## src/rtl/seg_display_monitor.sv

```systemverilog
// Seven-segment display monitor: snoops a multiplexed active-low anode/segment
// bus, commits stable digits per position, and flags illegal patterns and
// multi-anode collisions.
// Optional build macro SEG_MON_HEX_EN: also decode A-F glyphs as legal values.
module seg_display_monitor #(
    parameter int unsigned STABLE_CYCLES = 4
) (
    input  logic        clk,
    input  logic        rst_n,
    input  logic [7:0]  an_in,
    input  logic [6:0]  seg_in,
    input  logic        err_clr,
    output logic [31:0] digits_out,
    output logic [7:0]  digit_valid,
    output logic        frame_done,
    output logic        err_flag,
    output logic [1:0]  err_code,
    output logic [2:0]  err_digit
);

    typedef enum logic [1:0] {
        DecLegal   = 2'd0,
        DecBlank   = 2'd1,
        DecIllegal = 2'd2
    } dec_kind_e;

    localparam logic [7:0] StableTarget = 8'(STABLE_CYCLES);

    logic [7:0]  an_q, an_prev;
    logic [6:0]  seg_q, seg_prev;
    logic [7:0]  cnt_q, cnt_d;
    logic [7:0]  mask_q, mask_d;
    logic [31:0] digits_d;
    logic [7:0]  valid_d;
    logic        frame_d, flag_d;
    logic [1:0]  code_d;
    logic [2:0]  edig_d;
    logic        same, active, multi, stable_hit, commit, multi_err;
    logic [3:0]  zeros;
    logic [2:0]  pos;
    dec_kind_e   dec_kind;
    logic [3:0]  dec_val;
    logic [7:0]  mask_set;

    // Input capture plus one-cycle-delayed copy for the stability compare.
    always_ff @(posedge clk or negedge rst_n) begin
        if (!rst_n) begin
            an_q     <= 8'hFF;
            seg_q    <= 7'h7F;
            an_prev  <= 8'hFF;
            seg_prev <= 7'h7F;
        end else begin
            an_q     <= an_in;
            seg_q    <= seg_in;
            an_prev  <= an_q;
            seg_prev <= seg_q;
        end
    end

    // Classify the registered anode sample and locate the selected position.
    always_comb begin
        zeros = 4'd0;
        pos   = 3'd0;
        for (int i = 0; i < 8; i++) begin
            zeros = zeros + {3'b000, ~an_q[i]};
            if (!an_q[i]) pos = 3'(i);
        end
        active = (zeros == 4'd1);
        multi  = (zeros > 4'd1);
    end

    // Segment decode; blank is distinguished from illegal.
    always_comb begin
        dec_kind = DecLegal;
        dec_val  = 4'hE;
        unique case (seg_q)
            7'b1000000: dec_val = 4'h0;
            7'b1111001: dec_val = 4'h1;
            7'b0100100: dec_val = 4'h2;
            7'b0110000: dec_val = 4'h3;
            7'b0011001: dec_val = 4'h4;
            7'b0010010: dec_val = 4'h5;
            7'b0000010: dec_val = 4'h6;
            7'b1111000: dec_val = 4'h7;
            7'b0000000: dec_val = 4'h8;
            7'b0010000: dec_val = 4'h9;
`ifdef SEG_MON_HEX_EN
            7'b0001000: dec_val = 4'hA;
            7'b0000011: dec_val = 4'hB;
            7'b1000110: dec_val = 4'hC;
            7'b0100001: dec_val = 4'hD;
            7'b0000110: dec_val = 4'hE;
            7'b0001110: dec_val = 4'hF;
`endif
            7'b1111111: begin
                dec_kind = DecBlank;
                dec_val  = 4'hF;
            end
            default: begin
                dec_kind = DecIllegal;
                dec_val  = 4'hE;
            end
        endcase
    end

    // Dwell counter; a hit fires once when the count first reaches the target.
    always_comb begin
        same = (an_q == an_prev) && (seg_q == seg_prev);
        if (same) cnt_d = (cnt_q == 8'hFF) ? cnt_q : cnt_q + 8'd1;
        else      cnt_d = 8'd1;
        // Once saturated at the target the count stops moving, so require movement.
        stable_hit = (cnt_d == StableTarget) && (!same || (cnt_q != cnt_d));
        commit     = stable_hit && active;
        multi_err  = stable_hit && multi;
    end

    // Next-state for digit store, frame mask and error reporting.
    always_comb begin
        digits_d = digits_out;
        valid_d  = digit_valid;
        mask_d   = mask_q;
        frame_d  = 1'b0;
        flag_d   = err_flag;
        code_d   = err_code;
        edig_d   = err_digit;
        mask_set = mask_q | (8'd1 << pos);

        if (err_clr) begin
            flag_d = 1'b0;
            code_d = 2'b00;
        end

        if (commit) begin
            digits_d[pos*4 +: 4] = dec_val;
            valid_d[pos]         = (dec_kind == DecLegal);
            if (dec_kind == DecIllegal) begin
                flag_d = 1'b1;
                code_d = 2'b01;
                edig_d = pos;
            end
            if (mask_set == 8'hFF) begin
                mask_d  = 8'h00;
                frame_d = 1'b1;
            end else begin
                mask_d = mask_set;
            end
        end

        if (multi_err) begin
            flag_d = 1'b1;
            code_d = 2'b10;
        end
    end

    // Output and control state registers.
    always_ff @(posedge clk or negedge rst_n) begin
        if (!rst_n) begin
            cnt_q       <= 8'd0;
            mask_q      <= 8'h00;
            digits_out  <= 32'hFFFF_FFFF;
            digit_valid <= 8'h00;
            frame_done  <= 1'b0;
            err_flag    <= 1'b0;
            err_code    <= 2'b00;
            err_digit   <= 3'd0;
        end else begin
            cnt_q       <= cnt_d;
            mask_q      <= mask_d;
            digits_out  <= digits_d;
            digit_valid <= valid_d;
            frame_done  <= frame_d;
            err_flag    <= flag_d;
            err_code    <= code_d;
            err_digit   <= edig_d;
        end
    end

endmodule
```

## config.mk

```make
export PLATFORM = sky130hd
export DESIGN_NAME = seg_display_monitor
export DESIGN_NICKNAME = d
export VERILOG_FILES = /design/src/rtl/seg_display_monitor.sv
export SDC_FILE = /design/constraint.sdc
export NUM_CORES = 1
export LEC_CHECK = 0
export CORE_UTILIZATION = 35
export DETAILED_ROUTE_END_ITERATION = 8
export PLACE_DENSITY = 0.6
export SYNTH_ARGS = -nofsm -noshare
export SYNTH_HDL_FRONTEND = slang
export SYNTH_SLANG_ARGS = --single-unit
```

## constraint.sdc

```tcl
create_clock -name clk -period 6.07 [get_ports clk]
set_input_delay 1.214 -clock clk [delete_from_list [all_inputs] [get_ports clk]]
set_output_delay 1.214 -clock clk [all_outputs]
set_load 0.05 [all_outputs]
```

==> impl_summary.md, run 1 <==
Logic synthesis
For this run, the leading register cell type out of synthesis is sky130_fd_sc_hd__dfstp_2. Counting instances in the post-synthesis netlist gives the leading cell types as 62 x sky130_fd_sc_hd__dfstp_2, 32 x sky130_fd_sc_hd__inv_1, 31 x sky130_fd_sc_hd__dfrtp_1. In this run, synthesis inferred 0 flip-flops with an integrated enable.

The net count of the mapped netlist is just over 400. After synthesis, the cell types taking the most area are sky130_fd_sc_hd__dfstp_2 36%, sky130_fd_sc_hd__dfrtp_1 17%, sky130_fd_sc_hd__mux2_2 6.3%. The share of the Yosys chip area taken by registers is 0.536. The Yosys warning count is 0.

The area share of the largest cell type after synthesis is 0.363. The gate count of the mapped netlist is ~380. After synthesis the netlist holds a flip-flop and latch count of 93. Among all cell types in the netlist, the one instantiated most often is sky130_fd_sc_hd__dfstp_2. Summing every instance area after synthesis gives 4490 sq um. The cell taking the most area after synthesis is sky130_fd_sc_hd__dfstp_2. The average cell area after synthesis is 11.8 sq um.

After synthesis, the netlist uses 56 different library cells. After synthesis, the share of flip-flops with an asynchronous set or reset is 1.00.

Setup path
Of all nets on the critical path, the largest fanout is 13. STA classifies the critical path endpoint as a flop. The data required time at the worst endpoint is between 6 and 7 ns. The kind of critical path is flop to flop.

STA classifies the critical path startpoint as a flop. For the worst setup path, the data arrival time is around 4.8 ns.

Finish
The antenna cell count is 0. From synthesis to final layout, the design area changed by 24.1%. The finished layout holds 614 standard cells, fillers aside.

The fill cell total of the finished layout is between 1000 and 1500. Summing all flip-flop and latch instances after layout gives ~2400 sq um. The final layout contains about 470 nets. The share of cells above drive strength 1 is 0.274. Summing all multi-input logic gate instances after layout gives 1860 sq um.

Clock network
The clock passes through at most 2 buffers. The master cell of the clock root buffer is sky130_fd_sc_hd__clkbuf_16. For this design, the CTS-stage hold fixing added 0 buffers.

The post-CTS setup repair buffer count is 0. After clock tree synthesis, the clock-pin slew on the worst setup and hold paths is around 0.07 ns. The number of clock sinks is slightly above 90. The total clock buffers created by CTS is 9. The CTS tree is yes. The H-tree was split into 3 levels. In this run, post-CTS repair resized a total of 0 instances.

The source-to-sink clock delay at the later pin of the worst-skew pair is between 0.3 and 0.4 ns.

Routing
The number of remaining DRC errors is 0. The number of vias in the routed layout is ~3000. In the final routed layout, each cell accounts on average for 15.5 microns. The number of antenna-violating nets in the routed design is 0. The number of vias per cell is slightly below 5. The DRC violation total after the first TritonRoute iteration is about 130. The number of search-and-repair iterations in the first detailed-routing pass is 4.

The total wirelength of the detailed-routed design is around 9500 microns.

Timing
At the pin with the least slew margin, the transition time is roughly 0.9 ns. Dividing the final minimum period by the clock period gives 0.758. The maximum clock frequency is about 220 MHz. In the final timing run, aggregate negative setup slack is 0 ns. The worst relative slew slack is 0.402. The max-slew violation count is 0. The worst hold slack is between 0.3 and 0.4 ns. The final count of hold timing violations was 0. Setup repair after global routing left no endpoint under its margin. The clock period could shrink to roughly 4.6 ns. The final setup violation count is 0. The clock skew is between 0.01 and 0.015 ns.

Min path
In this run the worst hold path is classified as flop to flop.

Power
The worst supply voltage drop on vdd is roughly 160 uV. Summed over all cells, the static leakage comes to 2.43 nW. Power spread over the standard cell area amounts to 238 nW/um^2.

GRT
Entering global routing, the biggest net connects 73 pins. The total global routing track utilization is 0.159. The via count of the first global-routing pass is 3017. The initial antenna violation count is 0. Summed over all layers, the global routing overflow is 0. The first global-routing pass estimated 15900 microns of wire.

Die
The die is approximately 120 microns tall. The floorplan step defined a die boundary enclosing ~13000 sq um. The overall die width is 115 microns. The number of I/O pins is 65. The floorplan row count is around 40. The core area is 12600 sq um. The initial utilization of the core area, before any placement, comes to 0.357.

Status
The run finished with clean final reports.

Placement
The cell count after placement is ~600. The post-DP HPWL is ~7000 microns. During placement, the flow inserted port buffers numbering 64.

The final weighted congestion of routability-driven global placement is ~0.74.

Job
The number of maximum-capacitance violations is 0.
[through the flow]
step                       util  total power, W  cell area, sq um  worst slack (ns)
after CTS                 0.443         0.00135              5570              1.46
after detailed placement  0.418        0.000765              5260              1.46
final                     0.443         0.00133              5570              1.47
after floorplan               -        0.000723              4490              1.76
after global placement    0.418        0.000762              5260              1.57
after global routing      0.443         0.00139              5570              1.19
[path summary, 6_finish.rpt]
| kind | cells after the start | start | slack [ns] | endpoint |
|---|---|---|---|---|
| hold / removal | 0 | an_q[0] | 0.38 | an_prev[0] |
| setup reg to reg | 15 | an_q[3] | 1.47 | digit_valid[1] |
| hold reg to reg | 0 | an_q[0] | 0.38 | an_prev[0] |
| max in group asynchronous | 2 | rst_n | 4.16 | digit_valid[0] |
| setup / recovery | 15 | an_q[3] | 1.47 | digit_valid[1] |
| min in group asynchronous | 1 | rst_n | 0.74 | digit_valid[5] |
[report_power, final]
group	leakage (nW)	switching (W)	internal [W]	total [W]
registers	1.07	0.0000144	0.000640	0.000654
clock network	0.144	0.000246	0.000329	0.000575
logic	1.21	0.0000577	0.0000413	0.0000990
total	2.43	0.000318	0.00101	0.00133
[cell usage in the layout, fill, tap and decap left out, drive strengths merged, types with 3 or more instances in the layout]
cell,count
nor3b,3
buf,3
mux2,25
dfstp,62
clkinvlp,3
nor3,11
nand2b,5
fa,4
clkinv,3
clkbuf,11
clkdlybuf4s50,63
mux2i,20
ha,10
nand4b,4
nor2,26
nand3,16
xor2,18
and3,5
inv,32
nand4,7
nor4,5
nand2,13
a31oi,11
dfrtp,31
a21oi,10
o21ai,6
[critical path, cell delays in order, from the launching register on]
cell and delay, ns:
sky130_fd_sc_hd__dfstp_2 0.60, sky130_fd_sc_hd__inv_1 0.08, sky130_fd_sc_hd__fa_1 0.46, sky130_fd_sc_hd__fa_1 0.51, sky130_fd_sc_hd__inv_1 0.05, sky130_fd_sc_hd__fa_1 0.47, sky130_fd_sc_hd__inv_1 0.04, sky130_fd_sc_hd__ha_1 0.19
sky130_fd_sc_hd__fa_1 0.38, sky130_fd_sc_hd__nor2_1 0.10, sky130_fd_sc_hd__a21oi_1 0.07, sky130_fd_sc_hd__nor3b_1 0.47, sky130_fd_sc_hd__and4b_1 0.39, sky130_fd_sc_hd__buf_4 0.27, sky130_fd_sc_hd__nand3_1 0.11, sky130_fd_sc_hd__mux2_2 0.30
[registers in the layout, summed over array words and instances (netlist names)]
name,cells
cnt_q,8
an_q,8
err_code,2
digit_valid,8
seg_q,7
err_digit,3
err_flag,1
digits_out,32
seg_prev,7
mask_q,8
frame_done,1
an_prev,8
[area by class of cell]
class,instances,share of cell area
tap,172,0.0386
multi-input combinational,234,0.334
sequential,93,0.432
clock inverter,5,0.00719
clock buffer,11,0.0494
inverter,33,0.0222
timing repair buffer,66,0.117
[cells by family after synthesis]
kind of cell / after synthesis / share of synthesized area
AOI/OAI and AO/OA: 47 / 0.0736
and+or+nand+nor: 109 / 0.150
DFF: 93 / 0.536
muxes: 45 / 0.107
buffers and inverters: 52 / 0.0502
xor gates and xnor gates: 19 / 0.0371
adders and majority gates: 14 / 0.0457
[per-layer routing]
layer  global-route usage  wire, microns  vias up
li1                     -              -     1431
met1                0.220           4480     1502
met2                0.240           4470       69
met3               0.0517            443        8
met4               0.0442            106        0
met5                    0              0        -
Note: power is estimated with default switching activity, not from simulation.
==> inputs of run 2 (changes only) <==
- PLACE_DENSITY: 0.6 -> 0.63
- clock period: 6.07 -> 4.1 ns (I/O delays scaled with it)
==> run 2 against run 1 <==
Effect of this change: the flow now finishes with violations (negative setup slack); worst hold slack better by 0.030 ns; global-route usage down 0.27 points; critical path depth down 1; design area up 5.9%; clock-buffer cell count up 1; via count up 0.90%; combinational power up 120%; critical endpoint is now digits_out[11].
==> impl_summary.md, run 2 (same netlist as run 1, synthesis figures left out) <==
Routing
The number of remaining DRC errors is 0 (unchanged). The DRC violation total after the first TritonRoute iteration came to 140 (+6.9%). The total wirelength of the detailed-routed design is 9570 microns (+0.81%). The number of antenna-violating nets in the routed design is 0 (unchanged).

The wire length per cell came to 15.2 microns (-1.9%). The number of vias in the routed layout is 3037 (+0.90%). The number of vias per cell is 4.81 (-1.8%). The number of search-and-repair iterations in the first detailed-routing pass is 4 (unchanged).

Setup path
The beginning of the worst register-to-register path is an_q[0]. The worst setup path startpoint is an_q[0]. The kind of capture point of the worst setup path is a flop. The critical path's slowest cell is sky130_fd_sc_hd__dfstp_2. The largest incremental delay on the critical path came to 0.53 ns (-0.07 ns). The slack of the worst reg-to-reg path was -0.07 ns (-1.54 ns).

The most frequent cell on the critical path is sky130_fd_sc_hd__fa_1. The signal on the critical path passes through inv_2 -> fa_1 -> fa_1 -> inv_1 -> fa_1 -> inv_2 -> ha_4 -> fa_2 -> nor2_4 -> a21oi_4 -> nor3b_4 -> and4b_2 -> and4b_2 -> mux2_4. The critical path data arrival time is 4.45 ns (-0.39 ns). The number of cells traversed by the worst register-to-register path came to 14 (-1). The kind of critical path is flop to flop. STA classifies the critical path startpoint as a flop. The termination of the worst setup path is digits_out[11]. The worst register-to-register path ends at digits_out[11].

The data required time at the worst endpoint is 4.38 ns (-1.93 ns). The maximum net fanout on the critical path is 4 (-9).

Finish
The register with the most flip-flops in the final layout is digits_out. The flip-flop count of the largest register after layout came to 32 (unchanged). The core utilization of the finished layout is 0.469 (+0.0260). The sequential cell area in the final layout is 2400 sq um (unchanged).

The combined area of the multi-input logic cells is 2040 sq um (+9.6%). The fill cell total of the finished layout is 1158 (-1.1%). The number of nets in the layout is 486 (+3.6%). In the layout the commonest cells are 63 x sky130_fd_sc_hd__clkdlybuf4s50_1, 62 x sky130_fd_sc_hd__dfstp_2, 31 x sky130_fd_sc_hd__dfrtp_1. The finished layout cell area is 5900 sq um (+5.9%). The antenna cell count is 0 (unchanged). The share of cells above drive strength 1 is 0.344 (+0.0705). The growth of design area from synthesis to finish is 31.4%. The commonest non-fill, non-tap cell in the layout is sky130_fd_sc_hd__clkdlybuf4s50_1.

Timing
The least setup slack across all paths after layout is -0.0713 ns (-1.54 ns). The transition time at the pin with the least slew margin is 0.853 ns (-0.0441 ns). The worst relative slew slack is 0.431 (+0.0294).

The final setup violation count is 18 (+18). The worst hold slack was 0.408 ns (+0.0295 ns). The time the worst path needs with I/O delays and setup is 4.17 ns (-0.431 ns). The setup TNS is -0.616 ns (-0.616 ns). The clock skew is 0.00610 ns (-0.00423 ns). The final count of hold timing violations was 0 (unchanged).

The maximum clock frequency came to 240 MHz (+10%). The max-slew violation count is 0 (unchanged). The post-route clock period utilization was 1.02 (+0.259).

Setup repair after global routing could not meet its margin everywhere.

Die
The overall die width was 115 microns (unchanged). The core area is 12600 sq um (unchanged). The effective utilization at floorplan is 0.357 (unchanged). The die extent in y is 115 microns (unchanged).

The floorplan row count is 41 (unchanged). The number of I/O pins came to 65 (unchanged). The area of the die is 13300 sq um (unchanged).

Min path
The min-delay analysis places its worst path in the category flop to flop.

Power
The combinational share of power is 0.108 (+0.033). The internal power contribution is 0.00157 W (+56%). The power per standard cell area was 347 nW/um^2 (+46%).

The switching share of power is 0.232 (-0.00747). The worst supply voltage drop on vdd was 218 uV (+39%). The reported net switching power is 0.000475 W (+49%). The leakage power is 2.55 nW (+5.0%). The power share of the clock group was 0.420 (-0.013).

The power share of the sequential group is 0.473 (-0.020).

Placement
The pre-CTS setup slack is -0.312 ns (-1.77 ns). The post-DP HPWL was 6730 microns (-2.1%). The number of buffers inserted by port buffering is 64 (unchanged). The cell area after placement is 5350 sq um (+1.8%). The final weighted congestion of routability-driven global placement is 0.790 (+7.3%).

Clock network
The CTS tree is yes. CTS placed an instance of sky130_fd_sc_hd__clkbuf_16 at the clock tree root. The hold buffer count at CTS is 0 (unchanged). The post-CTS clock slew at the launch and capture registers of the worst setup and hold paths came to 0.06 ns (about the same). The maximum level of the CTS H-tree came to 3 (unchanged). The number of clock sinks is 93 (unchanged). The source-to-sink clock delay at the later pin of the worst-skew pair came to 0.34 ns (about the same). The maximum buffer depth of the clock tree is 2 (unchanged). The total clock buffers created by CTS is 9 (unchanged).

GRT
The total global routing track utilization is 0.156 (-0.00275). The wire length of the first global-routing pass came to 15700 microns (-0.95%). The maximum number of pins on one net before global-route repair was 70 (-4.1%). The via count of the first global-routing pass came to 3060 (+1.4%). The initial antenna violation count is 0 (unchanged). The overall overflow remaining after global route is 0 (unchanged).

Status
The checks that failed: negative setup slack. The run finished, with violations left.

Job
The number of maximum-capacitance violations was 0 (unchanged).
## run 2: cell types whose count changed in the layout (fill, tap and decap cells not counted), sizes merged
cell,previous run,this run
buf,3,20
bufinv,0,1
clkbuf,11,12
clkinv,3,4
clkinvlp,3,0
## run 2: cell type report
type | count | share of cell area
timing repair buffer | 83 | 0.136
tap | 172 | 0.0365
multi-input combinational | 234 | 0.345
sequential | 93 | 0.408
inverter | 33 | 0.0210
clock inverter | 4 | 0.00764
clock buffer | 12 | 0.0454
## run 2: worst max-delay path, delay by kind of cell, from the launching register on
kind | cells | cell delay [ns]
flops | 1 | 0.53
compound gates | 1 | 0.06
fa+ha+maj | 5 | 2.03
simple gates | 4 | 1.03
mux | 1 | 0.31
buf+inv | 3 | 0.14
## run 2: worst min-delay path by stage
stage                        from    endpoint  slack (ns)  cells after the start
after floorplan           an_q[5]  an_prev[5]        0.35                      0
after global placement    an_q[6]  an_prev[6]        0.40                      0
after detailed placement  an_q[2]  an_prev[2]        0.40                      0
after CTS                 an_q[2]  an_prev[2]        0.41                      0
after global routing      an_q[2]  an_prev[2]        0.42                      0
final                     an_q[2]  an_prev[2]        0.41                      0
## run 2: per-layer routing
metal,vias to the layer above,GRT usage,share of wire
li1,1470,-,-
met3,11,0.0316,0.032
met4,0,0.0649,0.017
met5,-,0,0
met1,1501,0.207,0.47
met2,55,0.251,0.48
## run 2: power groups by stage
stage / clock network, W / registers [W] / logic (W)
5_1_grt: 0.000919 / 0.000970 / 0.000242
3_3_place_gp: 0 / 0.000981 / 0.000165
3_5_place_dp: 0 / 0.000982 / 0.000170
4_1_cts: 0.000884 / 0.000967 / 0.000177
2_1_floorplan: 0 / 0.000970 / 0.000110
6_report: 0.000859 / 0.000967 / 0.000220
## run 2: repair_timing
| item | CTS | global route |
|---|---|---|
| pin swaps | 6 | 5 |
| setup endpoints to repair | 44 | 51 |
| setup buffers | 3 | 5 |
| resized for setup | 10 | 26 |
## run 2: through the flow
stage | power (W) | instances
after floorplan | 0.00108 | 379
after global placement | 0.00115 | 607
after detailed placement | 0.00115 | 607
after CTS | 0.00203 | 626
after global routing | 0.00213 | 631
final | 0.00205 | 631
